[config.mk]
export PLATFORM = sky130hd
export DESIGN_NAME = hazard_stall_ctrl
export DESIGN_NICKNAME = d
export VERILOG_FILES = /design/src/rtl/hazard_pkg.sv /design/src/rtl/md_occupancy_cnt.sv /design/src/rtl/hazard_stall_ctrl.sv
export SDC_FILE = /design/constraint.sdc
export NUM_CORES = 1
export LEC_CHECK = 0
export BUFFER_PORTS_ARGS = -buffer_cell sky130_fd_sc_hd__buf_2
export CAP_MARGIN = 15
export CORE_MARGIN = 2
export CORE_UTILIZATION = 34
export CTS_BUF_LIST = sky130_fd_sc_hd__clkbuf_4 sky130_fd_sc_hd__clkbuf_8 sky130_fd_sc_hd__clkbuf_16
export CTS_CLUSTER_DIAMETER = 150
export DETAILED_ROUTE_END_ITERATION = 10
export PLACE_DENSITY = 0.78
export SYNTH_ARGS = -nofsm -noshare
export SYNTH_HDL_FRONTEND = slang
export SYNTH_SLANG_ARGS = --single-unit
[constraint.sdc]
create_clock -name iCLK -period 1.9 [get_ports iCLK]
set_input_delay 0.285 -clock iCLK [delete_from_list [all_inputs] [get_ports iCLK]]
set_output_delay 0.285 -clock iCLK [all_outputs]
set_load 0.03 [all_outputs]
[src/rtl/hazard_pkg.sv]
// Shared types for the pipeline interlock controller: MUL/DIV FSM states,
// stall-cause encoding and the register-match helper.
package hazard_pkg;

  typedef enum logic {
    S_RUN,
    S_MD
  } mdState_t;

  typedef enum logic [1:0] {
    CAUSE_NONE,
    CAUSE_LOADUSE,
    CAUSE_BRANCH,
    CAUSE_MD
  } stallCause_t;

  localparam logic [4:0] REG_ZERO = 5'd0;

  // $0 never creates a dependency.
  function automatic logic regMatch(
    input logic [4:0] x,
    input logic [4:0] rs,
    input logic       useRs,
    input logic [4:0] rt,
    input logic       useRt
  );
    return (x != REG_ZERO) &&
           ((x == rs && useRs) || (x == rt && useRt));
  endfunction

endpackage

[src/rtl/md_occupancy_cnt.sv]
// Down-counter tracking how many more cycles a MUL/DIV keeps EX.
// Ports: iCLK/iRST_n, iLoad+iLoadVal, iDec, oZero.
module md_occupancy_cnt #(
  parameter int CNT_W = 6
) (
  input  logic             iCLK,
  input  logic             iRST_n,
  input  logic             iLoad,
  input  logic [CNT_W-1:0] iLoadVal,
  input  logic             iDec,
  output logic             oZero
);

  logic [CNT_W-1:0] cnt;

  always_ff @(posedge iCLK or negedge iRST_n) begin
    if (!iRST_n) begin
      cnt <= '0;
    end else if (iLoad) begin
      cnt <= iLoadVal;
    end else if (iDec && cnt != '0) begin
      cnt <= cnt - 1'b1;
    end
  end

  assign oZero = (cnt == '0);

endmodule

[src/rtl/hazard_stall_ctrl.sv]
// Interlock controller: load-use / branch-operand stalls, MUL/DIV EX
// occupancy, memory-wait freeze and taken-branch flush. Optional
// stall statistics are built when HAZARD_STATS_EN is defined.
module hazard_stall_ctrl
  import hazard_pkg::*;
#(
  parameter int MD_CYCLES = 32,
  parameter int CNT_W     = $clog2(MD_CYCLES) + 1,
  parameter int STAT_W    = 32
) (
  input  logic              iCLK,
  input  logic              iRST_n,
  input  logic [4:0]        iID_NumRs,
  input  logic [4:0]        iID_NumRt,
  input  logic              iID_UseRs,
  input  logic              iID_UseRt,
  input  logic              iID_IsBranch,
  input  logic              iID_BranchTaken,
  input  logic [4:0]        iEX_NumRd,
  input  logic              iEX_RegWrite,
  input  logic              iEX_MemRead,
  input  logic [4:0]        iMEM_NumRd,
  input  logic              iMEM_MemRead,
  input  logic              iEX_MDStart,
  input  logic              iMemWait,
  output logic              oHoldPC,
  output logic              oHoldIFID,
  output logic              oBubbleIDEX,
  output logic              oHoldEX,
  output logic              oFlushIFID,
  output logic              oFreeze,
  output logic              oMDBusy,
  output logic [STAT_W-1:0] oStatLoadUse,
  output logic [STAT_W-1:0] oStatBranch,
  output logic [STAT_W-1:0] oStatMD
);

  localparam bit MD_SEQ = (MD_CYCLES > 1);
  localparam int LOAD_I = MD_SEQ ? MD_CYCLES - 2 : 0;
  localparam logic [CNT_W-1:0] LOAD_VAL = CNT_W'(LOAD_I);

  mdState_t    state, stateNext;
  stallCause_t cause;
  logic        mdHold, cntLoad, cntDec, cntZero;
  logic        loadUse, brHaz, active;

  md_occupancy_cnt #(.CNT_W(CNT_W)) uCnt (
    .iCLK     (iCLK),
    .iRST_n   (iRST_n),
    .iLoad    (cntLoad),
    .iLoadVal (LOAD_VAL),
    .iDec     (cntDec),
    .oZero    (cntZero)
  );

  assign loadUse = iEX_MemRead &&
    regMatch(iEX_NumRd, iID_NumRs, iID_UseRs,
             iID_NumRt, iID_UseRt);

  assign brHaz = iID_IsBranch && (
    (iEX_RegWrite &&
     regMatch(iEX_NumRd, iID_NumRs, iID_UseRs,
              iID_NumRt, iID_UseRt)) ||
    (iMEM_MemRead &&
     regMatch(iMEM_NumRd, iID_NumRs, iID_UseRs,
              iID_NumRt, iID_UseRt)));

  always_ff @(posedge iCLK or negedge iRST_n) begin
    if (!iRST_n) state <= S_RUN;
    else         state <= stateNext;
  end

  // The first MUL/DIV cycle holds from S_RUN, so S_MD only needs
  // MD_CYCLES-2 further hold cycles plus one release cycle.
  always_comb begin
    stateNext = state;
    mdHold    = 1'b0;
    cntLoad   = 1'b0;
    cntDec    = 1'b0;
    unique case (state)
      S_RUN: begin
        if (iEX_MDStart && MD_SEQ) begin
          mdHold = 1'b1;
          if (!iMemWait) begin
            cntLoad   = 1'b1;
            stateNext = S_MD;
          end
        end
      end
      S_MD: begin
        if (!cntZero) begin
          mdHold = 1'b1;
          cntDec = !iMemWait;
        end else if (!iMemWait) begin
          stateNext = S_RUN;
        end
      end
    endcase
  end

  always_comb begin
    cause = CAUSE_NONE;
    unique case (1'b1)
      mdHold:                      cause = CAUSE_MD;
      !mdHold && loadUse:          cause = CAUSE_LOADUSE;
      !mdHold && !loadUse && brHaz: cause = CAUSE_BRANCH;
      default:                     cause = CAUSE_NONE;
    endcase
  end

  assign active  = iRST_n && !iMemWait;
  assign oFreeze = iRST_n && iMemWait;
  assign oMDBusy = active && (state == S_MD);

  always_comb begin
    oHoldPC     = 1'b0;
    oHoldIFID   = 1'b0;
    oBubbleIDEX = 1'b0;
    oHoldEX     = 1'b0;
    oFlushIFID  = 1'b0;
    if (active) begin
      unique case (cause)
        CAUSE_MD: begin
          oHoldEX   = 1'b1;
          oHoldPC   = 1'b1;
          oHoldIFID = 1'b1;
        end
        CAUSE_LOADUSE, CAUSE_BRANCH: begin
          oHoldPC     = 1'b1;
          oHoldIFID   = 1'b1;
          oBubbleIDEX = 1'b1;
        end
        CAUSE_NONE: oFlushIFID = iID_BranchTaken;
      endcase
    end
  end

`ifdef HAZARD_STATS_EN
  logic [STAT_W-1:0] statLU, statBr, statMD;

  always_ff @(posedge iCLK or negedge iRST_n) begin
    if (!iRST_n) begin
      statLU <= '0;
      statBr <= '0;
      statMD <= '0;
    end else if (active) begin
      unique case (cause)
        CAUSE_LOADUSE: if (statLU != '1) statLU <= statLU + 1'b1;
        CAUSE_BRANCH:  if (statBr != '1) statBr <= statBr + 1'b1;
        CAUSE_MD:      if (statMD != '1) statMD <= statMD + 1'b1;
        CAUSE_NONE:    ;
      endcase
    end
  end

  assign oStatLoadUse = statLU;
  assign oStatBranch  = statBr;
  assign oStatMD      = statMD;
`else
  assign oStatLoadUse = '0;
  assign oStatBranch  = '0;
  assign oStatMD      = '0;
`endif

endmodule
== After elaboration in Yosys (flattened, before gate mapping) ==
Index checks and enable logic that the tools add are counted.

* Bits in registers: 7
* Bits of input ports: 31
* Word-level logic and storage cells: 64

* Equality and inequality tests: 7
* Bitwise operators: 1
* Reduce and logical (&&, ||, !) cells: 31
* Add/sub/neg operators: 1
* Muxes and demuxes: 22

{| class="wikitable"
|+ Operator list
! operator !! number
|-
| 5-bit == test || 4
|-
| 1-bit logical AND || 17
|-
| 1-bit 2-to-1 mux || 17
|-
| 6-bit 2-to-1 mux || 2
|-
| 5-bit nonzero test || 2
|-
| 6-bit logical NOT || 1
|-
| 2-bit one-hot mux with 3 select lines || 1
|-
| 6-bit nonzero test || 1
|-
| 6-bit by 1-bit subtractor with 6-bit output (second input constant) || 1
|-
| 2-bit == test (second input constant) || 2
|-
| 1-bit one-hot mux with 2 select lines || 2
|-
| 1-bit logical NOT || 3
|-
| 1-bit logical OR || 3
|-
| 3-bit OR reduction || 1
|-
| 2-bit by 1-bit == test with 1-bit output (second input constant) || 1
|-
| 2-bit logical NOT || 1
|-
| 2-bit nonzero test || 1
|-
| 2-bit OR reduction || 1
|-
| 1-bit inverter || 1
|}

== Depth between registers and ports, before layout ==
* Depth in word-level cells: 13
* Depth in mapped cells: 9

== Modules after synthesis ==
From an unflattened synthesis, not the netlist that was laid out.

* Cells, all modules: 200
* Area total of the unflattened synthesis: 1,532.7 sq um

{| class="wikitable"
|+ By module, submodules not included
! module !! sequential area each (sq um) !! cells each !! instances !! area an instance (sq um)
|-
| hazard_stall_ctrl || 25.0 || 156 || 1 || 1,137.3
|-
| md_occupancy_cnt || 150.1 || 44 || 1 || 395.4
|}

== Least setup slack after synthesis ==
OpenSTA, ideal clock, no wires.

* Kind: input -> output
* Start: in iEX_NumRd[1]
* End: out oHoldPC
* Slack: -0.554 ns
* Buffers on the path: 1
* Arrival: 2.169 ns
* Stages on the path: 8
* Required time: 1.615 ns
* Path through: or4_4 -> o211ai_1 -> o22ai_1 -> nand2_1 -> a31oi_1 -> ha_1 -> nor2b_1 -> buf_4

* Word-level cells in the longest chain between the ends: 13
* Elaborated cells between the ends (all ways): 22
* Those cells by class: eq/ne: 5; mux: 3; reduce/logical: 14

{| class="wikitable"
|+ RTL lines
! element !! line !! text
|-
| from (decl) || hazard_stall_ctrl.sv:19 || <nowiki>input logic [4:0] iEX_NumRd,</nowiki>
|-
| 5-bit == test || hazard_pkg.sv:28 || <nowiki>((x == rs && useRs) || (x == rt && useRt));</nowiki>
|-
| 1-bit logical AND || hazard_pkg.sv:28 ||
|-
| 1-bit logical OR || hazard_pkg.sv:28 ||
|-
| 1-bit logical AND * || hazard_pkg.sv:27 || <nowiki>return (x != REG_ZERO) &&</nowiki>
|-
| 1-bit logical AND, on equally long branches || hazard_stall_ctrl.sv:56, hazard_stall_ctrl.sv:61 ||
|-
| 1-bit logical NOT / 1-bit logical OR (equally long branches) || hazard_stall_ctrl.sv:106, hazard_stall_ctrl.sv:63 ||
|-
| 1-bit logical AND, on equally long branches || hazard_stall_ctrl.sv:106, hazard_stall_ctrl.sv:60 ||
|-
| 1-bit logical AND || hazard_stall_ctrl.sv:106 || <nowiki>!mdHold && !loadUse && brHaz: cause = CAUSE_BRANCH;</nowiki>
|-
| 2-bit one-hot mux with 3 select lines * || hazard_stall_ctrl.sv:103 || <nowiki>unique case (1'b1)</nowiki>
|-
| 2-bit == test / 2-bit by 1-bit == test with 1-bit output (equally long branches) || n/a ||
|-
| 3-bit OR reduction (no line) * || n/a ||
|-
| 1-bit 2-to-1 mux * (2 in series) || n/a ||
|-
| to (decl) || hazard_stall_ctrl.sv:26 || <nowiki>output logic oHoldPC,</nowiki>
|}

Every way passes the cells marked *; elsewhere a longest branch is shown, timed or not.

== Worst setup path after layout ==
* Start: in iEX_NumRd[4]
* End: out oBubbleIDEX

* Word-level cells in the longest chain between the ends: 13
* Elaborated cells between the ends (all ways): 21
* Those cells by class: eq/ne: 4; mux: 3; reduce/logical: 14

{| class="wikitable"
|+ RTL lines
! element !! line !! text
|-
| 5-bit == test || hazard_pkg.sv:28 ||
|-
| 1-bit logical AND || hazard_pkg.sv:28 ||
|-
| 1-bit logical OR || hazard_pkg.sv:28 ||
|-
| 1-bit logical AND * || hazard_pkg.sv:27 ||
|-
| 1-bit logical AND, on equally long branches || hazard_stall_ctrl.sv:56, hazard_stall_ctrl.sv:61 ||
|-
| 1-bit logical NOT / 1-bit logical OR (equally long branches) || hazard_stall_ctrl.sv:106, hazard_stall_ctrl.sv:63 ||
|-
| 1-bit logical AND, on equally long branches || hazard_stall_ctrl.sv:106, hazard_stall_ctrl.sv:60 ||
|-
| 1-bit logical AND || hazard_stall_ctrl.sv:106 ||
|-
| 2-bit one-hot mux with 3 select lines * || hazard_stall_ctrl.sv:103 ||
|-
| 2-bit by 1-bit == test with 1-bit output / 2-bit == test (equally long branches) || hazard_stall_ctrl.sv:122 || <nowiki>unique case (cause)</nowiki>
|-
| 2-bit OR reduction * || hazard_stall_ctrl.sv:122 ||
|-
| 1-bit 2-to-1 mux * || hazard_stall_ctrl.sv:122 ||
|-
| 1-bit 2-to-1 mux * || hazard_stall_ctrl.sv:121 || <nowiki>if (active) begin</nowiki>
|-
| to (decl) || hazard_stall_ctrl.sv:28 || <nowiki>output logic oBubbleIDEX,</nowiki>
|}

Marked as above.

==> flow_metrics.py <==
metrics = {
    "place": {
        "place_ws_ns": -0.4994,
        "port_buffers": 37,
        "gp_congestion": 0.9666,
        "hpwlAfterDp_um": 2182,
    },
    "worst_setup_path": {
        "slowest_delay_ns": 0.53,
        "cp_cell_sequence": "buf_6, or4_4, o211ai_1, o22ai_1, buf_4, nand2_1, a31oi_1, ha_2, and2_4, buf_6",
        "worstPathMaxFanout": 2,
        "critical_path_class": "input port to output pin",
        "cp.required_ns": 1.62,
        "critPathTopFamily": "simple AND/OR/NAND/NOR gates",
        "crit_path_end_kind": "output pin",
        "cp.depth": 10,
        "cp_slowest_cell": "or4_4",
        "cp_data_arrival_time_ns": 2.06,
        "rr_worst_depth": 9,
        "path_buf_inv": 3,
        "cpMostUsedCell": "buf_6",
        "setup.worst_path.start_class": "input port",
    },
    "logic_synthesis": {
        "synth.area.top_cells": "buf_4 50%, dfrtp_1 12%, xnor2_1 7.9%, xor2_1 5.4%, ha_1 2.6%",
        "yosys.cell_types.count": 30,
        "yosysWarnings": 0,
        "synth_edf_count": 0,
        "netlist_area_sq_um": 1446,
        "ys.flop_type": "dfrtp_1",
        "async_flop_share_pct": 100.0,
        "yosysTopAreaCell": "buf_4",
        "synth.ff_latch_count": 7,
        "netlist_instances": 182,
        "synth_top_area_share_pct": 50.35,
        "syn_avg_cell_area_sq_um": 7.947,
        "seq_area_frac_synth_pct": 12.11,
    },
    "worst_hold_path": {
        "min_path_type": "input port to register",
        "holdPathStages": 3,
    },
    "status": {
        "outcome": "complete, but fails checks",
        "failed_checks": "setup timing",
    },
    "route": {
        "finalWirelength_um": 2560,
        "vias": 1057,
        "post_drt_via_cell_ratio": 3.608,
        "drc": 0,
        "wl_per_cell_um": 8.737,
        "ant_nets": 0,
        "dr.pass1.iters": 4,
        "drtIter0Drc": 47,
    },
    "timing": {
        "setup_viol": 5,
        "rsz0062_at_grt": "true",
        "drv_slew": 0,
        "finalHoldViolCount": 0,
        "finalSetupTns_ns": -1.629,
        "period_share_pct": 123.5,
        "finalClockSkew_ns": 0.002714,
        "fmax_mhz": 426.2,
        "min_period_ns": 2.346,
        "fin_ws_ns": -0.4462,
    },
    "finish": {
        "fin_nets": 278,
        "antenna_cells": 0,
        "area_delta_synth_final_pct": 12.63,
        "finalCoreUtilization_pct": 40.15,
        "drive_gt1_share_pct": 30.86,
    },
    "power_and_ir_drop": {
        "leakage_uw": 0.0008922,
        "vdd_ir_drop_max_uv": 281.6,
        "power_density_nw_per_um2": 810.5,
    },
    "grt": {
        "grt_pass1_wl_um": 3705,
        "grt_overflow": 0,
        "grt_max_degree": 8,
        "antenna_found_initial": 0,
        "grt_pass1_vias": 853,
        "track_usage_pct": 9.322,
    },
    "clocking": {
        "cts_buffers": 3,
        "htree_num_levels": 1,
        "cts_tree": "built",
        "clk_pin_slew_worst_paths_ns": 0.04,
        "cts.sinks": 7,
        "cts_root_buf": "clkbuf_8",
        "cts_buffer_depth": 2,
        "clk_latency_ns": 0.22,
    },
    "floorplan": {
        "die_height_um": 69.23,
        "start_util_pct": 35.65,
        "num_rows": 23,
        "io_pins": 134,
        "fp.dieArea_sq_um": 4792,
        "coreArea_sq_um": 4058,
        "die-width_um": 69.23,
    },
    "flow_run": {
        "maxCapViolCount": 0,
    },
}
state kept, by name, summed over array words and instances, names as in the netlist:
register  flops
uCnt.cnt      6
state         1
power by group:
part           switching (uW)  internal [uW]  leakage, uW  total [uW]
Sequential               40.9            217    0.0000796         258
Clock                    59.4            159    0.0000262         218
Combinational             518            325     0.000786         844
worst min-delay path, stage by stage:
cell,delay (ns)
buf_2,0.14
nand2_1,0.06
nand3_1,0.08
layer usage:
| layer | GRT usage, % | up-vias | wire (um) |
|---|---|---|---|
| met1 | 10.61 | 460 | 902 |
| met5 | 0 | - | 0 |
| li1 | - | 520 | - |
| met4 | 4.575 | 0 | 0 |
| met3 | 1.308 | 0 | 249 |
| met2 | 16.88 | 77 | 1408 |
synth_stat cells (all sizes together) (3+ instances only):
cell    n
or4     3
buf    97
and2    5
xor2    9
dfrtp   7
a21oi   4
and3    3
xnor2  13
nand2   8
o21ai   5
ha      3
repair_timing:
action | in CTS | in global routing
hold endpoints to repair | 7 | 0
gates resized for setup | 15 | 3
pin swaps | 7 | 2
hold buffers | 1 | 0
setup endpoints to repair | 5 | 6
buffers inserted | 0 | 3
cell type report:
class                   count  area (sq um)
well taps                  50         62.56
flip-flops and latches      7         175.2
clock buffers               4         48.80
repair buffers             59         400.4
inverters                   2         7.507
fillers                   419          2429
multi-input cells         171         934.6
per-stage QoR:
stage,std cells,hold slack (ns),total power [uW],cell area [sq um]
after floorplan,277,-0.01059,917.2,1824
after global placement,285,0.1405,986.2,1475
after detailed placement,285,0.1459,1009,1475
after CTS,290,0.3802,1278,1594
after global routing,293,0.4113,1417,1629
final,293,0.3943,1320,1629
placed cells by master, fill, tap and decap left out, drive strengths merged, types with 2 or more instances in the layout:
cell	Yosys	final
buf	97	58
conb	1	96
a21oi	4	4
nand2	8	8
nor2b	2	2
inv	2	2
ha	3	3
xnor2	13	13
nand3	2	2
nor3	2	2
xor2	9	9
nor4	2	2
o211ai	2	2
dfrtp	7	7
a31oi	2	2
o21ai	5	5
and3	3	3
nand4	2	2
nor2	2	2
nand2b	2	2
or4	3	3
clkbuf	0	4
and2	5	5
cell families (layout without fill, tap and decap cells):
logic type / after synthesis / after routing / synth area share [%]
and+or+nand+nor: 35 / 35 / 13.58
xor gates and xnor gates: 22 / 22 / 13.32
adders and majority gates: 3 / 3 / 2.595
buffers and inverters: 99 / 65 / 50.87
DFF: 7 / 7 / 12.11
AOI/OAI and AO/OA: 15 / 15 / 7.266
other: 1 / 96 / 0.2593
path summary, 6_finish.rpt:
check / start / slack [ns] / endpoint
hold reg to reg: state / 0.61 / state
setup / recovery: iEX_NumRd[4] / -0.45 / oBubbleIDEX
setup reg to reg: uCnt.cnt[0] / 0.11 / uCnt.cnt[4]
hold / removal: iMemWait / 0.39 / state
min in group asynchronous: iRST_n / 0.54 / uCnt.cnt[0]
max in group asynchronous: iRST_n / 1.10 / state
No activity file was read; power rests on OpenSTA's default activity.
